[src/rtl/nco_capture.sv]
// Sample sink for the NCO stream: buffers 12-bit samples in a FIFO and drains
// each one as MSB-first 2-bit digits over a Svld/Sack pin handshake.
module nco_capture #(
  parameter int DW    = 12,
  parameter int SW    = 2,
  parameter int DEPTH = 16
) (
  input  logic                     clk,
  input  logic                     rstn,
  input  logic                     En,
  input  logic                     Rdy,
  input  logic [DW-1:0]            Din,
  input  logic                     Clr,
  input  logic                     Sack,
  output logic [SW-1:0]            Sout,
  output logic                     Svld,
  output logic                     Sfrm,
  output logic                     Ovf,
  output logic [$clog2(DEPTH):0]   Cnt
);
  localparam int AW   = $clog2(DEPTH);
  localparam int NDIG = DW / SW;
  localparam int DCW  = $clog2(NDIG + 1);

  typedef enum logic {IDLE, SHIFT} state_t;

  state_t           r_state, w_state_next;
  logic [DW-1:0]    r_mem [DEPTH];
  logic [AW-1:0]    r_wr_ptr, r_rd_ptr;
  logic [AW:0]      r_cnt;
  logic [DW-1:0]    r_shreg, w_shreg_next;
  logic [DCW-1:0]   r_dig, w_dig_next;
  logic             r_svld, r_sfrm, r_ovf;

  logic w_empty, w_full, w_last, w_pop, w_advance;
  logic w_push_req, w_push, w_drop;

  assign w_empty    = (r_cnt == '0);
  assign w_full     = (r_cnt == (AW+1)'(DEPTH));
  assign w_last     = (r_dig == DCW'(NDIG - 1));
  assign w_push_req = Rdy & En;
  // A full FIFO still accepts when the head leaves on the same edge.
  assign w_push     = w_push_req & (~w_full | w_pop);
  assign w_drop     = w_push_req & ~w_push;

  always_comb begin
    w_state_next = r_state;
    w_pop        = 1'b0;
    w_advance    = 1'b0;
    case (r_state)
      IDLE: begin
        if (!w_empty) begin
          w_pop        = 1'b1;
          w_state_next = SHIFT;
        end
      end
      SHIFT: begin
        if (Sack) begin
          w_advance = 1'b1;
          if (w_last) begin
            if (!w_empty) w_pop = 1'b1;
            else          w_state_next = IDLE;
          end
        end
      end
      default: w_state_next = IDLE;
    endcase
  end

  always_comb begin
    w_shreg_next = r_shreg;
    w_dig_next   = r_dig;
    if (w_pop) begin
      w_shreg_next = r_mem[r_rd_ptr];
      w_dig_next   = '0;
    end else if (w_advance) begin
      w_shreg_next = {r_shreg[DW-SW-1:0], {SW{1'b0}}};
      w_dig_next   = w_last ? '0 : r_dig + 1'b1;
    end
  end

  always_ff @(posedge clk or negedge rstn) begin
    if (!rstn) begin
      r_state  <= IDLE;
      r_wr_ptr <= '0;
      r_rd_ptr <= '0;
      r_cnt    <= '0;
      r_shreg  <= '0;
      r_dig    <= '0;
      r_svld   <= 1'b0;
      r_sfrm   <= 1'b0;
      r_ovf    <= 1'b0;
    end else begin
      r_state <= w_state_next;
      r_shreg <= w_shreg_next;
      r_dig   <= w_dig_next;
      r_svld  <= (w_state_next == SHIFT);
      r_sfrm  <= (w_state_next == SHIFT) && (w_dig_next == '0);
      if (w_push) r_wr_ptr <= r_wr_ptr + 1'b1;
      if (w_pop)  r_rd_ptr <= r_rd_ptr + 1'b1;
      case ({w_push, w_pop})
        2'b10:   r_cnt <= r_cnt + 1'b1;
        2'b01:   r_cnt <= r_cnt - 1'b1;
        default: r_cnt <= r_cnt;
      endcase
      // Set wins over a same-cycle clear.
      if (w_drop)   r_ovf <= 1'b1;
      else if (Clr) r_ovf <= 1'b0;
    end
  end

  always_ff @(posedge clk) begin
    if (w_push) r_mem[r_wr_ptr] <= Din;
  end

  assign Sout = r_shreg[DW-1 -: SW];
  assign Svld = r_svld;
  assign Sfrm = r_sfrm;
  assign Ovf  = r_ovf;
  assign Cnt  = r_cnt;
endmodule
[config.mk]
export PLATFORM = sky130hd
export DESIGN_NAME = nco_capture
export DESIGN_NICKNAME = d
export VERILOG_FILES = /design/src/rtl/nco_capture.sv
export SDC_FILE = /design/constraint.sdc
export NUM_CORES = 1
export LEC_CHECK = 0
export ABC_AREA = 1
export ABC_CLOCK_PERIOD_IN_PS = 5400
export CORE_MARGIN = 5
export CORE_UTILIZATION = 65
export DETAILED_ROUTE_END_ITERATION = 10
export GPL_TIMING_DRIVEN = 0
export HOLD_SLACK_MARGIN = 0.15
export PLACE_DENSITY = 0.83
export SETUP_SLACK_MARGIN = 0.05
export SYNTH_ARGS = -nofsm -noshare
export SYNTH_HDL_FRONTEND = slang
export SYNTH_SLANG_ARGS = --single-unit
[constraint.sdc]
create_clock -name clk -period 5.4 [get_ports clk]
set_input_delay 1.08 -clock clk [delete_from_list [all_inputs] [get_ports clk]]
set_output_delay 1.08 -clock clk [all_outputs]
set_load 0.01 [all_outputs]
==> results.yml <==
outcome:
  status: "finished, final reports clean"
worst_setup_path:
  setup.worst_path.end_class: "flop"
  worstSetupPathType: "in -> reg"
  worstReg2RegStart: "r_dig[1]"
  r2r-end: "r_mem[2][11]"
  path_max_fanout: 12
  reg2regPathDepth: 9
  ff2ff_setup_slack_ns: 2.59
  crit_start: "Sack"
  start_kind: "input port"
  required_ns: 5.52
  arrival_ns: 3.56
  crit_end: "r_mem[2][11]"
layout:
  fill_cells: 938
  drive_gt1_share_pct: 7.06
  nets: 1016
  mostFrequentLayoutCells: "nand2_1, edfxtp_1, nand3_1"
  fin_area_mm2: 0.0109
  syn_to_final_growth_pct: 12.3
  layout_commonest_cell: "nand2_1"
  diodes: 0
clock_network:
  cts.clk_slew.worst_paths_ns: 0.06
  cts_resized: 0
  cts_tree: "built"
  clock_latency_ns: 0.52
  htree_levels: 1
  cts_setup_buffers: 0
  ctsHoldBuffers: 0
  cts_inserted_buffers: 23
  clock-root-buffer: "clkbuf_16"
  cts_sinks: 223
  cts_max_path_buffers: 3
global_routing:
  grt_pass1_vias: 6623
  antenna_found_initial: 0
  grt_pass1_wl_mm: 34.9
  grt_usage_pct: 25.8
  grt_overflow: 0
  grt_max_degree: 32
die:
  io_pins: 28
  rows: 44
  dieArea_mm2: 0.0174
  start_util_pct: 66.4
  core_area_mm2: 0.0146
  die_h_um: 132
  die_x_um: 132
logic_synthesis:
  synth_area_per_cell_um2: 10.3
  syn_inst: 936
  yosys.cell_types.count: 25
  ys_seq_area_share_pct: 67.6
  ys_ff_latch: 223
  syn_nets: 963
  ys_warn_count: 0
  netlist_area_mm2: 0.00968
sta:
  period_share_pct: 63.7
  rsz0062_at_grt: "false"
  finalSetupTns_ns: 0
  max_freq_mhz: 291
  hold_viol_final: 0
  setup_viol: 0
  slew-limit-headroom_pct: 5.66
  period_needed_ns: 3.44
  skew_ns: 0.0157
  slew_viol_final: 0
  tightest_slew_ns: 1.41
detailed_routing:
  viasPerCell: 5.76
  initialDrtViolationCount: 811
  dr_total_vias: 6849
  post-route-drc-count: 0
  avgRoutedWirePerCell_um: 19.0
  first_pass_iters: 5
  antenna_left: 0
  drt_wl_total_mm: 22.6
pwr:
  leakage_nw: 4.64
  max-vdd-ir-drop_mv: 0.424
  power.density_mw_per_mm2: 502
placed_design:
  io_buffers: 27
  placed_area_mm2: 0.0102
  gp_congestion: 0.892
  dpl.hpwl_mm: 14.6
worst_hold_path:
  hold_class: "reg -> reg"
run:
  max-cap-violations: 0
[worst min-delay path by stage]
stage	from	end	slack, ns	cells after the start
after floorplan	r_shreg[2]	r_shreg[2]	0.44	2
after global placement	r_shreg[7]	r_shreg[7]	0.46	2
after detailed placement	r_shreg[8]	r_shreg[8]	0.46	2
after CTS	r_shreg[8]	r_shreg[8]	0.48	2
after global routing	r_shreg[0]	r_shreg[0]	0.49	2
final	r_shreg[1]	r_shreg[1]	0.47	2
[sequential cells by signal, indices dropped and copies added (netlist names)]
name	count
r_mem	192
Cnt	5
r_rd_ptr	4
Sfrm	1
r_wr_ptr	4
Svld	1
r_shreg	12
r_dig	3
Ovf	1
[layout make-up]
type / instances / area (µm²) / share of cell area [%]
Clock inverter: 11 / 77.6 / 0.713
Timing Repair Buffer: 28 / 277 / 2.54
Buffer: 46 / 250 / 2.30
Sequential cell: 223 / 6540 / 60.2
Clock buffer: 31 / 606 / 5.57
Inverter: 115 / 432 / 3.97
Tap cell: 184 / 230 / 2.12
Multi-Input combinational cell: 552 / 2460 / 22.6
[cells in the mapped netlist (all sizes together)]
| library cell | count | area share (%) |
|---|---|---|
| a211oi | 1 | 0.13 |
| a21oi | 3 | 0.16 |
| buf | 34 | 2.1 |
| clkbuf | 12 | 0.47 |
| dfrtp | 31 | 8.0 |
| edfxtp | 192 | 60 |
| fa | 1 | 0.21 |
| ha | 8 | 1.0 |
| inv | 115 | 4.5 |
| nand2 | 305 | 12 |
| nand3 | 151 | 7.8 |
| nand3b | 1 | 0.078 |
| nand4 | 1 | 0.065 |
| nor2 | 46 | 1.9 |
| o21ai | 26 | 1.3 |
| o22ai | 1 | 0.065 |
| xor2 | 8 | 0.72 |
[where the power goes]
group	leakage, nW	total [W]	internal [W]	switching (W)
Combinational	2.18	0.00188	0.000585	0.00130
Clock	0.338	0.00143	0.000798	0.000635
Sequential	2.12	0.00214	0.00204	0.0000971
Total	4.64	0.00545	0.00343	0.00203
[per-layer routing]
layer / up-vias / track usage [%] / share of wire [%]
met5: - / 0 / 0
met4: 0 / 11.4 / 4.1
met3: 74 / 4.73 / 9.5
met2: 393 / 42.7 / 49
met1: 3204 / 33.5 / 37
li1: 3178 / - / -
[metrics by stage]
| stage | util [%] | instances | hold WS (ns) | power (W) | setup slack (ns) |
|---|---|---|---|---|---|
| floorplan | - | 936 | 0.444 | 0.00336 | 2.75 |
| global placement | 69.8 | 1147 | 0.456 | 0.00391 | 1.37 |
| detailed placement | 69.9 | 1148 | 0.460 | 0.00398 | 1.49 |
| CTS | 74.5 | 1190 | 0.476 | 0.00541 | 1.98 |
| global route | 74.5 | 1190 | 0.488 | 0.00571 | 1.85 |
| finish | 74.5 | 1190 | 0.473 | 0.00545 | 1.96 |
[worst max-delay path: stages]
cell	delay, ns
clkdlybuf4s50_1	0.48
nand2_1	0.06
nor2_2	0.15
nor2_2	0.07
nand2_1	0.11
nand2_1	0.18
inv_2	0.21
nand2_1	0.15
nor2_1	1.06
[cell families (layout without fill, tap and decap cells)]
logic type / after synthesis / count (layout) / share of synthesized area, %
DFF: 223 / 223 / 67.6
buffers and inverters: 161 / 231 / 7.04
xor gates and xnor gates: 8 / 8 / 0.724
adders and majority gates: 9 / 9 / 1.24
AOI/OAI and AO/OA: 31 / 31 / 1.69
and+or+nand+nor: 504 / 504 / 21.7
Power figures use the tool's default switching activity.
